$ cat config.mk
export PLATFORM = sky130hd
export DESIGN_NAME = rgb_pwm_fader_flat
export DESIGN_NICKNAME = d
export VERILOG_FILES = /design/src/rtl/rgb_pkg.sv /design/src/rtl/rgb_pwm_fader_if.sv /design/src/rtl/rgb_pwm_chan.sv /design/src/rtl/rgb_pwm_fader.sv /design/src/flat_wrapper.sv
export SDC_FILE = /design/constraint.sdc
export NUM_CORES = 1
export LEC_CHECK = 0
export BUFFER_PORTS_ARGS = -buffer_cell sky130_fd_sc_hd__clkbuf_2
export CAP_MARGIN = 10
export CORE_ASPECT_RATIO = 0.75
export CORE_MARGIN = 2
export CORE_UTILIZATION = 55
export CTS_CLUSTER_DIAMETER = 150
export DETAILED_ROUTE_END_ITERATION = 8
export MAX_ROUTING_LAYER = met4
export PLACE_DENSITY = 0.86
export SYNTH_ARGS = -nofsm -noshare
export SYNTH_HDL_FRONTEND = slang
export SYNTH_SLANG_ARGS = --single-unit
$ cat constraint.sdc
create_clock -name clk_in -period 2.5 [get_ports clk_in]
set_input_delay 0 -clock clk_in [delete_from_list [all_inputs] [get_ports clk_in]]
set_output_delay 0 -clock clk_in [all_outputs]
set_load 0.01 [all_outputs]
$ cat src/rtl/rgb_pkg.sv
// Shared constants and types for the RGB PWM fader: channel width,
// channel indices and the command FSM state encoding.
package rgb_pkg;
    localparam int PWM_W = 8;

    localparam int RED   = 0;
    localparam int GREEN = 1;
    localparam int BLUE  = 2;

    typedef enum logic {
        IDLE   = 1'b0,
        UPDATE = 1'b1
    } fsm_state_t;
endpackage

$ cat src/rtl/rgb_pwm_fader_if.sv
// Colour command channel of the RGB PWM fader.
// A command transfers on a clk_in edge where cmd_valid and cmd_ready are both
// high; cmd_rgb must be stable while cmd_valid is high. Red is [23:16], green [15:8], blue [7:0].
interface rgb_pwm_fader_if;
    import rgb_pkg::*;

    logic                 cmd_valid;
    logic                 cmd_ready;
    logic [3*PWM_W-1:0]   cmd_rgb;

    modport master (output cmd_valid, output cmd_rgb, input cmd_ready);
    modport slave  (input cmd_valid, input cmd_rgb, output cmd_ready);
endinterface

$ cat src/rtl/rgb_pwm_chan.sv
// One PWM channel: current duty, one-step move toward the target, and the
// registered active-low compare output.
module rgb_pwm_chan
    import rgb_pkg::*;
#(
    parameter int unsigned FADE_EN = 1
) (
    input  logic             clk_in,
    input  logic             rst,
    input  logic             step,
    input  logic [PWM_W-1:0] pwm_cnt,
    input  logic [PWM_W-1:0] duty_tgt,
    output logic             led_n,
    output logic             at_tgt_nxt
);
    logic [PWM_W-1:0] duty_cur;
    logic [PWM_W-1:0] duty_nxt;

    // The strict compares stop the ramp at the target, so duty never wraps.
    always_comb begin
        duty_nxt = duty_cur;
        if (FADE_EN == 0) begin
            duty_nxt = duty_tgt;
        end else if (duty_cur < duty_tgt) begin
            duty_nxt = duty_cur + PWM_W'(1);
        end else if (duty_cur > duty_tgt) begin
            duty_nxt = duty_cur - PWM_W'(1);
        end
    end

    assign at_tgt_nxt = (duty_nxt == duty_tgt);

    always_ff @(posedge clk_in or posedge rst) begin
        if (rst) begin
            duty_cur <= '0;
        end else if (step) begin
            duty_cur <= duty_nxt;
        end
    end

    always_ff @(posedge clk_in or posedge rst) begin
        if (rst) begin
            led_n <= 1'b1;
        end else begin
            led_n <= !(pwm_cnt < duty_cur);
        end
    end
endmodule

$ cat src/rtl/rgb_pwm_fader.sv
// RGB LED PWM driver: prescaler, 8-bit PWM counter, and a command FSM that
// moves the three channel duties to a new colour only at period boundaries.
module rgb_pwm_fader
    import rgb_pkg::*;
#(
    parameter int unsigned CLK_DIV = 12,
    parameter int unsigned FADE_EN = 1
) (
    input  logic             clk_in,
    input  logic             rst,
    rgb_pwm_fader_if.slave   cmd,
    output logic [2:0]       rgb,
    output logic             period_end,
    output fsm_state_t       state_dbg
);
    logic [15:0]          presc;
    logic                 tick;
    logic                 wrap;
    logic [PWM_W-1:0]     pwm_cnt;
    logic [3*PWM_W-1:0]   duty_tgt;
    logic [2:0]           at_tgt;
    logic                 step;
    fsm_state_t           state;
    fsm_state_t           state_nxt;

    assign tick = (presc == 16'(CLK_DIV - 1));
    assign wrap = tick && (pwm_cnt == {PWM_W{1'b1}});

    always_ff @(posedge clk_in or posedge rst) begin
        if (rst) begin
            presc      <= '0;
            pwm_cnt    <= '0;
            period_end <= 1'b0;
        end else begin
            presc      <= tick ? 16'd0 : presc + 16'd1;
            period_end <= wrap;
            if (tick) begin
                pwm_cnt <= pwm_cnt + PWM_W'(1);
            end
        end
    end

    always_ff @(posedge clk_in or posedge rst) begin
        if (rst) begin
            duty_tgt <= '0;
        end else if (state == IDLE && cmd.cmd_valid) begin
            duty_tgt <= cmd.cmd_rgb;
        end
    end

    always_ff @(posedge clk_in or posedge rst) begin
        if (rst) begin
            state <= IDLE;
        end else begin
            state <= state_nxt;
        end
    end

    // Duties move on the wrap edge, together with pwm_cnt returning to 0.
    always_comb begin
        state_nxt = state;
        case (state)
            IDLE:    if (cmd.cmd_valid) state_nxt = UPDATE;
            UPDATE:  if (wrap && (&at_tgt)) state_nxt = IDLE;
            default: state_nxt = IDLE;
        endcase
    end

    always_comb begin
        cmd.cmd_ready = (state == IDLE);
        step          = wrap && (state == UPDATE);
        state_dbg     = state;
    end

    rgb_pwm_chan #(.FADE_EN(FADE_EN)) u_red (
        .clk_in     (clk_in),
        .rst        (rst),
        .step       (step),
        .pwm_cnt    (pwm_cnt),
        .duty_tgt   (duty_tgt[3*PWM_W-1:2*PWM_W]),
        .led_n      (rgb[RED]),
        .at_tgt_nxt (at_tgt[RED])
    );

    rgb_pwm_chan #(.FADE_EN(FADE_EN)) u_green (
        .clk_in     (clk_in),
        .rst        (rst),
        .step       (step),
        .pwm_cnt    (pwm_cnt),
        .duty_tgt   (duty_tgt[2*PWM_W-1:PWM_W]),
        .led_n      (rgb[GREEN]),
        .at_tgt_nxt (at_tgt[GREEN])
    );

    rgb_pwm_chan #(.FADE_EN(FADE_EN)) u_blue (
        .clk_in     (clk_in),
        .rst        (rst),
        .step       (step),
        .pwm_cnt    (pwm_cnt),
        .duty_tgt   (duty_tgt[PWM_W-1:0]),
        .led_n      (rgb[BLUE]),
        .at_tgt_nxt (at_tgt[BLUE])
    );
endmodule
$ cat src/flat_wrapper.sv
// flat-port wrapper written by rule: the top's interface ports become plain ports
module rgb_pwm_fader_flat import rgb_pkg::*;
#(
    parameter int unsigned CLK_DIV = 12,
    parameter int unsigned FADE_EN = 1
)
  (clk_in, rst, rgb, period_end, state_dbg, cmd_cmd_valid, cmd_cmd_rgb, cmd_cmd_ready);
  rgb_pwm_fader_if cmd_i ();
  input  logic clk_in;
  input  logic rst;
  output logic [2:0] rgb;
  output logic period_end;
  output fsm_state_t state_dbg;
  input wire logic [$bits(cmd_i.cmd_valid)-1:0] cmd_cmd_valid;
  input wire logic [$bits(cmd_i.cmd_rgb)-1:0] cmd_cmd_rgb;
  output wire logic [$bits(cmd_i.cmd_ready)-1:0] cmd_cmd_ready;
  assign cmd_i.cmd_valid = cmd_cmd_valid;
  assign cmd_i.cmd_rgb = cmd_cmd_rgb;
  assign cmd_cmd_ready = cmd_i.cmd_ready;
  rgb_pwm_fader #(.CLK_DIV(CLK_DIV), .FADE_EN(FADE_EN)) u_core (.clk_in(clk_in), .rst(rst), .cmd(cmd_i), .rgb(rgb), .period_end(period_end), .state_dbg(state_dbg));
endmodule
==> results of run 1 <==
-- layout make-up --
type                    instances  area, um2
multi-input cells             460       3490
fillers                       628       2460
flip-flops and latches         77       1930
repair buffers                160       1190
clock buffers                   9        225
inverters                      48        180
well taps                     132        165
clock inverters                 7       56.3
-- state kept, by name, indices dropped and copies added (netlist names), 8 cells and up --
| register | flops |
|---|---|
| u_core.u_blue.duty_cur | 8 |
| u_core.u_green.duty_cur | 8 |
| u_core.u_red.duty_cur | 8 |
| u_core.presc | 16 |
| u_core.pwm_cnt | 8 |
| u_core.duty_tgt | 24 |
-- cells in the final DEF (no fill, tap or decap), types with 7 or more instances in the layout --
| cell type | count |
|---|---|
| xor2_1 | 17 |
| o21ai_0 | 38 |
| a21oi_1 | 20 |
| nand2b_1 | 7 |
| nand4_1 | 19 |
| ha_1 | 52 |
| dlygate4sd3_1 | 26 |
| and3_1 | 10 |
| a21o_1 | 14 |
| nor2_1 | 29 |
| buf_4 | 102 |
| inv_1 | 45 |
| clkbuf_16 | 9 |
| xnor2_1 | 57 |
| dfrtp_1 | 74 |
| nand2_1 | 54 |
| clkbuf_2 | 32 |
| nor3_1 | 14 |
| nor2b_1 | 9 |
| nand3_1 | 25 |
-- cell families after synthesis --
| group | count (synthesis) | synth area share, % |
|---|---|---|
| mux | 9 | 1.75 |
| xor+xnor | 77 | 12.3 |
| fa+ha+maj | 53 | 12.1 |
| buf+inv | 68 | 5.10 |
| simple gates | 204 | 19.3 |
| flops | 77 | 35.2 |
| compound gates | 117 | 14.3 |
-- routing by layer --
| layer | up-vias | share of wire, % |
|---|---|---|
| met5 | - | 0 |
| met1 | 2420 | 43 |
| li1 | 2408 | - |
| met3 | 52 | 9.1 |
| met2 | 278 | 45 |
| met4 | 0 | 2.8 |
-- worst max-delay path, stage by stage (launching register included) --
cell	delay, ps
dfrtp_1	350
inv_1	70
ha_1	310
a21o_1	220
nand2_1	120
nand2_1	130
o21ai_0	350
o22ai_2	140
xnor2_1	180
a2111oi_4	330
and4_1	240
a31oi_1	90
-- synthesized netlist by cell type (3+ instances only) --
cell type	n	area (um2)
nand4_1	19	119
nor4_1	4	25.0
clkbuf_1	10	37.5
buf_4	3	22.5
and4_1	5	43.8
nand3_1	26	130
a31oi_1	3	18.8
and2_1	4	25.0
dfrtp_1	74	1850
nor2_1	32	120
inv_1	48	180
nand2b_1	8	50.1
nor2b_1	10	62.6
mux2_2	5	56.3
o21ai_0	40	200
and3_1	10	62.6
nand2_1	55	206
a21oi_1	24	120
xnor2_1	60	526
nor3_1	14	70.1
mux2i_1	4	40.0
a21o_1	14	105
or3_1	5	31.3
ha_1	53	663
o211ai_2	3	37.5
xor2_1	17	149
buf_2	4	20.0
dfstp_2	3	78.8
-- final timing paths --
check                                     from             endpoint  depth (start not counted)
max                        u_core.duty_tgt[13]     u_core.state_dbg                         11
min                                        rst  u_core.duty_tgt[21]                          3
max reg2reg                u_core.duty_tgt[13]     u_core.state_dbg                         11
min reg2reg                   u_core.presc[15]     u_core.presc[15]                          1
max in group asynchronous                  rst  u_core.u_blue.led_n                          4
min in group clk_in             cmd_cmd_rgb[2]   u_core.duty_tgt[2]                          4
-- where the power goes --
group | total (mW) | internal (mW) | switching (mW) | leakage, nW
Combinational | 0.567 | 0.282 | 0.284 | 2.27
Sequential | 1.33 | 1.30 | 0.0304 | 1.00
Clock | 1.24 | 0.682 | 0.562 | 0.125
Total | 3.14 | 2.26 | 0.877 | 3.40
-- through the flow --
step                      power, mW  utilization (%)  setup slack, ps
after global routing           3.27             74.6             -282
after global placement         1.81             66.6            -89.4
final                          3.14             74.6             -171
after floorplan                1.60                -             3.24
after detailed placement       1.83             66.6             -211
after CTS                      3.12             73.2            -50.2
-- timing repair --
| action | in CTS | in global routing |
|---|---|---|
| gates resized for setup | 18 | 21 |
| endpoints found under the setup margin | 1 | 2 |
| endpoints found under the hold margin | 50 | 0 |
| hold buffers | 26 | 0 |
| pin swaps | 6 | 11 |
| setup buffers | 3 | 3 |
==> results.md, run 1 <==
- Status: complete, but fails checks
- Failing checks: setup timing
- Avg Cell Area, Syn: around 9.1 um2
- Post-route cell area: 7230 um2
- Overall Global Routing Usage: 29.8%
- CTS tree: yes
- Power per Cell Area: 434 nW/um2
- Vias post-DR: 5158
- Hold Vio Cnt, Final: 0
- Cells after Synth: 605
- Fin crit share: 107%
- Total gr overflow: 0
- RSZ-0062 raised after global routing: yes
- Peak supply drop: 0.342 mV
- Worst setup path category: register to register
- Ant diodes: 0
- PortBufs: 32
- Largest net degree at the start of global routing: 34
- Clock Sinks: 77
- Setup TNS: -171 ps
- Post-route insts no fill: 893
- Initial Util: 56.6%
- Die height: 90.5 um
- Tmin final: 2670 ps
- Global routing usage on met2: 45.5%
- Vias in the first global route: 5189
- Static leakage: between 3 and 4 nW
- Fraction of layout cells with a size suffix above 1: 27.7%
- Distinct cells, synth: 68
- R2R setup slack: -170 ps
- Synth async-reset ratio: 100%
- Post-DP HPWL: 10600 um
- FMAX: roughly 370 MHz
- Area grow syn2layout: 31.7%
- Number of flops mapped to enable cells by yosys: 0
- TritonRoute pass-1 iters: 5
- Initial antenna violation count: 0
- Hold Slack: 244 ps
- Clock buffer depth: 2
- Skew-Pair Late Insertion Delay: 350 ps
- Worst-path clk slew: roughly 70 ps
- Drt wl/cell: 17.2 um
- Crit-path max FO: 3
- H-tree depth: 3
- Worst Hold Class: input port to async pin
- First-pass GRT wire length: 24800 um
- Initial DRC count: 411
- Layout Skew: 7.91 ps
- Die area: 10800 um2
- Total routed wirelength: around 15000 um
- Worst relative slew slack: roughly three fifths
- Number of I/O pins: 33
- WP data arrival: 2890 ps
- Max-Cap Viols: 0
- Clk Tree Root Cell: clkbuf_16
- Routing usage on met3: under 10%
- Area of the core: ~9700 um2
- Vias per cell: between 5 and 6
- GP Congestion: 1.01
- # nets final: roughly 840
- Rows: 31
- Yosys Warn Count: 0
- PnR worst setup slack: -171 ps
- CTS Buf Count: 9
- Worst-Margin Slew: 578 ps
- GR peak layer: met2
- Synth Net Count: approximately 700
- Max Transition Viols Final: 0
- Worst EP required: 2720 ps
- Number of synthesized register bits: 77
- Seq/Total Area, Yosys: 35.2%
- Ys flop type: dfrtp_1
- Width of the die: 119 um
- Placed cell count: 845
- GR met1 Demand/Resource: 38.4%
- Critical path endpoint category: register
- Final setup viols: 1
- Startpoint Class: register
- Placed cell areas: 6460 um2
- Syn Std Cell Area: 5490 um2
- Post-route ant nets: 0
- DRC viols: 0
Power figures use the tool's default switching activity.
==> inputs of run 2 (changes only) <==
Settings changed: SKIP_CTS_REPAIR_TIMING from default to 1.
==> run 2 against run 1 <==
The run still ends with setup timing left. Clock-buffer cell count unchanged. Via count down 0.52%. Critical path type unchanged. Die area unchanged. Fmax up 1.0%. Largest cell class unchanged. First-iteration DRC count stayed put. Register-to-register slack improved by 30 ps. Sequential power is essentially flat. Non-clock buffer count increased by 2.
==> results.md, run 2 (synthesized netlist as in run 1, its figures left out) <==
- Status: complete, but fails checks
- Failing checks: setup timing
- Overall Global Routing Usage: 28.4% (-1.4 points)
- Die area: 10800 um2 (unchanged)
- Skew-Pair Late Insertion Delay: 350 ps (about the same)
- Initial Util: 56.6% (unchanged)
- Vias post-DR: 5131 (-0.52%)
- Ant diodes: 0 (unchanged)
- H-tree depth: 3 (unchanged)
- Metal2 WL: 6940 um (-0.42%)
- Initial antenna violation count: 0 (unchanged)
- Clock Sinks: 77 (unchanged)
- Number of I/O pins: 33 (unchanged)
- Largest Register: u_core.duty_tgt
- Post-DP HPWL: 10600 um (unchanged)
- PnR worst setup slack: -143 ps (+27.3 ps)
- TritonRoute pass-1 iters: 6 (+1)
- Rows: 31 (unchanged)
- Clk Tree Root Cell: clkbuf_16
- Hold Slack: 247 ps (+3.13 ps)
- CP max stage delay: 400 ps (+50 ps)
- Clock buffer depth: 2 (unchanged)
- CP Buf/Inv Count: 1 (unchanged)
- Worst-path clk slew: 70 ps (about the same)
- Worst EP required: 2720 ps (about the same)
- Placed cell count: 845 (unchanged)
- Width of the die: 119 um (unchanged)
- CTS tree: yes
- Met3 WL post-DR: 1120 um (-19%)
- Final Util: 74.5% (-0.090 points)
- Max reg flops: 24 (unchanged)
- Fin crit share: 106% (-1.1 points)
- WP data arrival: 2860 ps (-30 ps)
- Post-route ant nets: 0 (unchanged)
- Worst reg2reg path startpoint: u_core.u_green.duty_cur[1]
- Total routed wirelength: 15100 um (-1.6%)
- Peak supply drop: 0.289 mV (-16%)
- Largest net degree at the start of global routing: 34 (unchanged)
- Crit-path max FO: 8 (+5)
- WP depth: 11 (unchanged)
- Max-Cap Viols: 0 (unchanged)
- Max Transition Viols Final: 0 (unchanged)
- FMAX: 378 MHz (+1.0%)
- Critical path origin: u_core.u_green.duty_cur[1]
- Setup TNS: -143 ps (+27.3 ps)
- CTS Buf Count: 9 (unchanged)
- Vias in the first global route: 4938 (-4.8%)
- Top sig layer: met4
- Crit-path leading delay family: simple AND/OR/NAND/NOR gates
- Placed cell areas: 6460 um2 (unchanged)
- # nets final: 838 (+0.24%)
- GP Congestion: 1.01 (unchanged)
- Top Registers: u_core.duty_tgt x24, u_core.presc x16
- Startpoint Class: register
- Vias per cell: 5.73 (-0.75%)
- Final setup viols: 1 (unchanged)
- Hold Vio Cnt, Final: 0 (unchanged)
- Worst R2R Path Depth: 11 (unchanged)
- PortBufs: 32 (unchanged)
- Layout Skew: 7.81 ps (-0.0932 ps)
- CP max-delay cell: dfrtp_1
- Die height: 90.5 um (unchanged)
- Worst-Margin Slew: 583 ps (+5.23 ps)
- Tmin final: 2640 ps (-27.3 ps)
- Commonest non-fill, non-tap cell in the layout: buf_4
- Critical path endpoint category: register
- Initial DRC count: 411 (unchanged)
- Worst relative slew slack: 61.1% (-0.35 points)
- Fraction of layout cells with a size suffix above 1: 27.0% (-0.73 points)
- DRC viols: 0 (unchanged)
- Post-route insts no fill: 895 (+0.22%)
- Worst setup path category: register to register
- Power per Cell Area: 436 nW/um2 (+0.41%)
- Met1 WL: 6660 um (+1.9%)
- Static leakage: 3.35 nW (-1.5%)
- Worst Hold Class: input port to async pin
- Post-route cell area: 7220 um2 (-0.12%)
- Area of the core: 9700 um2 (unchanged)
- Total gr overflow: 0 (unchanged)
- Most frequent cells in the layout: buf_4, dfrtp_1, xnor2_1
- CP Cell Sequence: ha_1, nor2b_1, o211ai_2, a21oi_4, nor2_1, buf_4, a21boi_2, xnor2_1, nand4_1, nor4b_4, a31oi_1
- RSZ-0062 raised after global routing: yes
- Drt wl/cell: 16.8 um (-1.8%)
- Total power: 3.15 mW (+0.29%)
- Area grow syn2layout: 31.6%
- Dpl ws: -211 ps (unchanged)
- First-pass GRT wire length: 23800 um (-4.0%)
[run 2: cell types whose count changed in the layout (fill, tap and decap cells not counted), moves of 2 or more]
cell | previous run | this run
a21oi_2 | 5 | 3
nor2_2 | 3 | 0
nor2_1 | 29 | 32
ha_1 | 52 | 48
ha_4 | 1 | 5
[run 2: routing by layer]
layer / GRT usage [%] / up-vias
li1: - / 2414
met4: 10.9 / 0
met1: 39.0 / 2450
met2: 41.3 / 228
met5: - / -
met3: 6.06 / 39
[run 2: path summary, 6_finish.rpt]
kind                       slack, ps                    to
max                             -140      u_core.state_dbg
min                              250     u_core.pwm_cnt[2]
max reg2reg                     -140      u_core.state_dbg
min reg2reg                      490      u_core.presc[15]
max in group asynchronous       1440  u_core.u_green.led_n
min in group clk_in              400   u_core.duty_tgt[19]
[run 2: worst reg2reg max path: stages (launching register included)]
cell	delay [ps]
dfrtp_1	400
ha_1	310
nor2b_1	140
o211ai_2	200
a21oi_4	110
nor2_1	230
buf_4	220
a21boi_2	80
xnor2_1	220
nand4_1	190
nor4b_4	290
a31oi_1	110
[run 2: cell type report]
| cell class | instances | area (um2) |
|---|---|---|
| Tap cell | 132 | 165 |
| Fill cell | 643 | 2470 |
| Clock buffer | 9 | 225 |
| Clock inverter | 7 | 56.3 |
| Multi-Input combinational cell | 460 | 3460 |
| Sequential cell | 77 | 1930 |
| Inverter | 48 | 180 |
| Timing Repair Buffer | 162 | 1200 |
[run 2: power by group]
group | internal (mW) | total (mW) | switching, mW
logic | 0.290 | 0.570 | 0.280
clock network | 0.682 | 1.25 | 0.567
registers | 1.30 | 1.33 | 0.0312
total | 2.27 | 3.15 | 0.878
==> inputs of run 3 (changes only) <==
Settings changed: CORE_ASPECT_RATIO 0.75 to 1.5.
==> run 3 against run 2 <==
The run ends with hold timing, setup timing left. Sequential cell count stayed put. Die area barely moved. Non-clock buffer count shrank 10. Cell count is 3.0% lower. Total power rose by 8.6%. Largest cell class unchanged. Setup slack improved by 33 ps. Utilization grew 0.70 points. Hold slack lost 260 ps. Clock power increased by 22%. Clock skew fell by 1.9 ps.
==> results.md, run 3 (synthesized netlist as in run 1, its figures left out) <==
- Worst relative slew slack: 61.4% (+0.38 points)
- Tmin final: 2610 ps (-32.9 ps)
- Area grow syn2layout: 32.7%
- Layout filler cell count: 649 (+0.93%)
- Rows: 44 (+42%)
- Worst-Margin Slew: 577 ps (-5.70 ps)
- Crit-path max FO: 6 (-2)
- Largest Register: u_core.duty_tgt
- CP max stage delay: 390 ps (about the same)
- Fraction of layout cells with a size suffix above 1: 28.3% (+1.3 points)
- Number of I/O pins: 33 (unchanged)
- Vias in the first global route: 5127 (+3.8%)
- FMAX: 383 MHz (+1.3%)
- Worst setup path category: register to register
- # nets final: 828 (-1.2%)
- Clk Tree Root Cell: clkbuf_16
- Worst Hold Class: input port to register
- DRC viols: 0 (unchanged)
- Hold Vio Cnt, Final: 1 (+1)
- Peak supply drop: 0.445 mV (+54%)
- Max-Cap Viols: 0 (unchanged)
- Failing checks: hold timing, setup timing
- First-pass GRT wire length: 23300 um (-2.2%)
- Clock Sinks: 77 (unchanged)
- Static leakage: 3.34 nW (-0.21%)
- Overall Global Routing Usage: 28.1% (-0.32 points)
- Max Transition Viols Final: 0 (unchanged)
- Initial antenna violation count: 0 (unchanged)
- Post-route cell area: 7290 um2 (+0.87%)
- Critical path endpoint category: register
- Power per Cell Area: 469 nW/um2 (+7.6%)
- Worst hold path cell count: 3
- Top Registers: u_core.duty_tgt x24, u_core.presc x16
- Worst R2R Path Depth: 11 (unchanged)
- Largest net degree at the start of global routing: 29 (-15%)
- Total gr overflow: 0 (unchanged)
- WP data arrival: 2840 ps (-20 ps)
- Cell mode on critical path: nand4_1
- Area of the core: 9690 um2 (about the same)
- CP Cell Sequence: ha_1, nand4_1, or2_4, buf_6, nand4_1, buf_4, nor4_4, nor3_2, a2111oi_2, and4_1, a31oi_1
- Hold Slack: -15.0 ps (-262 ps)
- Max reg flops: 24 (unchanged)
- Vias per cell: 5.83 (+1.7%)
- Status: complete, but fails checks
- CTS tree: yes
- Total routed wirelength: 14900 um (-1.2%)
- Post-route ant nets: 0 (unchanged)
- PortBufs: 32 (unchanged)
- Fin crit share: 104% (-1.3 points)
- RSZ-0062 raised after global routing: yes
- Placed cell areas: 6400 um2 (-0.87%)
- Ant diodes: 0 (unchanged)
- TritonRoute pass-1 iters: 6 (unchanged)
- Most frequent cells in the layout: buf_4, dfrtp_1, xnor2_1
- Commonest non-fill, non-tap cell in the layout: buf_4
- GP Congestion: 1.02 (+0.67%)
- Drt wl/cell: 17.2 um (+1.8%)
- Worst EP required: 2730 ps (about the same)
- Die height: 126 um (+40%)
- PnR worst setup slack: -110 ps (+32.9 ps)
- CTS Buf Count: 9 (unchanged)
- Clock buffer depth: 2 (unchanged)
- Dpl ws: -320 ps (-109 ps)
- Post-DP HPWL: 10600 um (about the same)
- Layout Skew: 5.87 ps (-1.94 ps)
- Initial DRC count: 468 (+14%)
- CP max-delay cell: dfrtp_1
- Initial Util: 56.7% (about the same)
- Startpoint Class: register
- H-tree depth: 3 (unchanged)
- Skew-Pair Late Insertion Delay: 350 ps (about the same)
- Vias post-DR: 5060 (-1.4%)
- Worst-path clk slew: 60 ps (about the same)
- Final setup viols: 1 (unchanged)
- Width of the die: 85.6 um (-28%)
- Die area: 10800 um2 (about the same)
==> run 3: changes by cell type in the layout (fill, tap and decap cells not counted), moves of 3 or more <==
cell,change
inv_2,+5
clkinvlp_4,-4
bufinv_16,+3
inv_1,-5
nor3_2,+3
nor3_1,-3
buf_4,-10
==> run 3: area by class of cell <==
class	count	area [um2]	area share (%)
timing repair buffer	152	1140	15.6
tap	115	144	1.97
clock buffer	11	233	3.19
multi-input combinational	460	3550	48.7
sequential	77	1930	26.5
inverter	48	180	2.47
clock inverter	5	108	1.48
==> run 3: worst paths after layout <==
check,endpoint,from,slack (ps)
setup / recovery,u_core.state_dbg,u_core.u_green.duty_cur[1],-110
hold / removal,u_core.state_dbg,cmd_cmd_valid,-20
setup reg to reg,u_core.state_dbg,u_core.u_green.duty_cur[1],-110
hold reg to reg,u_core.presc[15],u_core.presc[15],490
max in group asynchronous,u_core.u_blue.led_n,rst,1440
min in group asynchronous,u_core.presc[3],rst,240
==> run 3: layer usage <==
metal	part of all wire (%)	vias to the layer above	global-route usage [%]
met5	0	-	-
met4	4.2	0	14.2
met3	3.6	59	3.97
met2	51	159	47.4
met1	41	2435	32.2
li1	-	2407	-
==> run 3: power by group <==
part	internal [mW]	switching (mW)	leakage, nW
combinational	0.280	0.275	2.18
clock	0.982	0.546	0.164
sequential	1.30	0.0368	1.00
==> run 3: critical path: cells and delay by family (launching register included) <==
kind	cells	cell delay, ps
simple gates	6	1010
compound gates	2	420
flops	1	390
buf+inv	2	340
fa+ha+maj	1	330
==> run 3: stage by stage <==
| step | TNS (ps) | hold WS (ps) | power (mW) | utilization, % | std cells |
|---|---|---|---|---|---|
| 2_1_floorplan | 0 | 117 | 1.60 | - | 605 |
| 5_1_grt | -300 | 44.1 | 3.54 | 75.2 | 868 |
| 3_3_place_gp | -283 | 55.4 | 1.79 | 66.1 | 821 |
| 4_1_cts | -274 | -288 | 3.33 | 69.6 | 837 |
| 3_5_place_dp | -320 | 81.8 | 1.81 | 66.1 | 821 |
| 6_report | -110 | -15.0 | 3.42 | 75.2 | 868 |
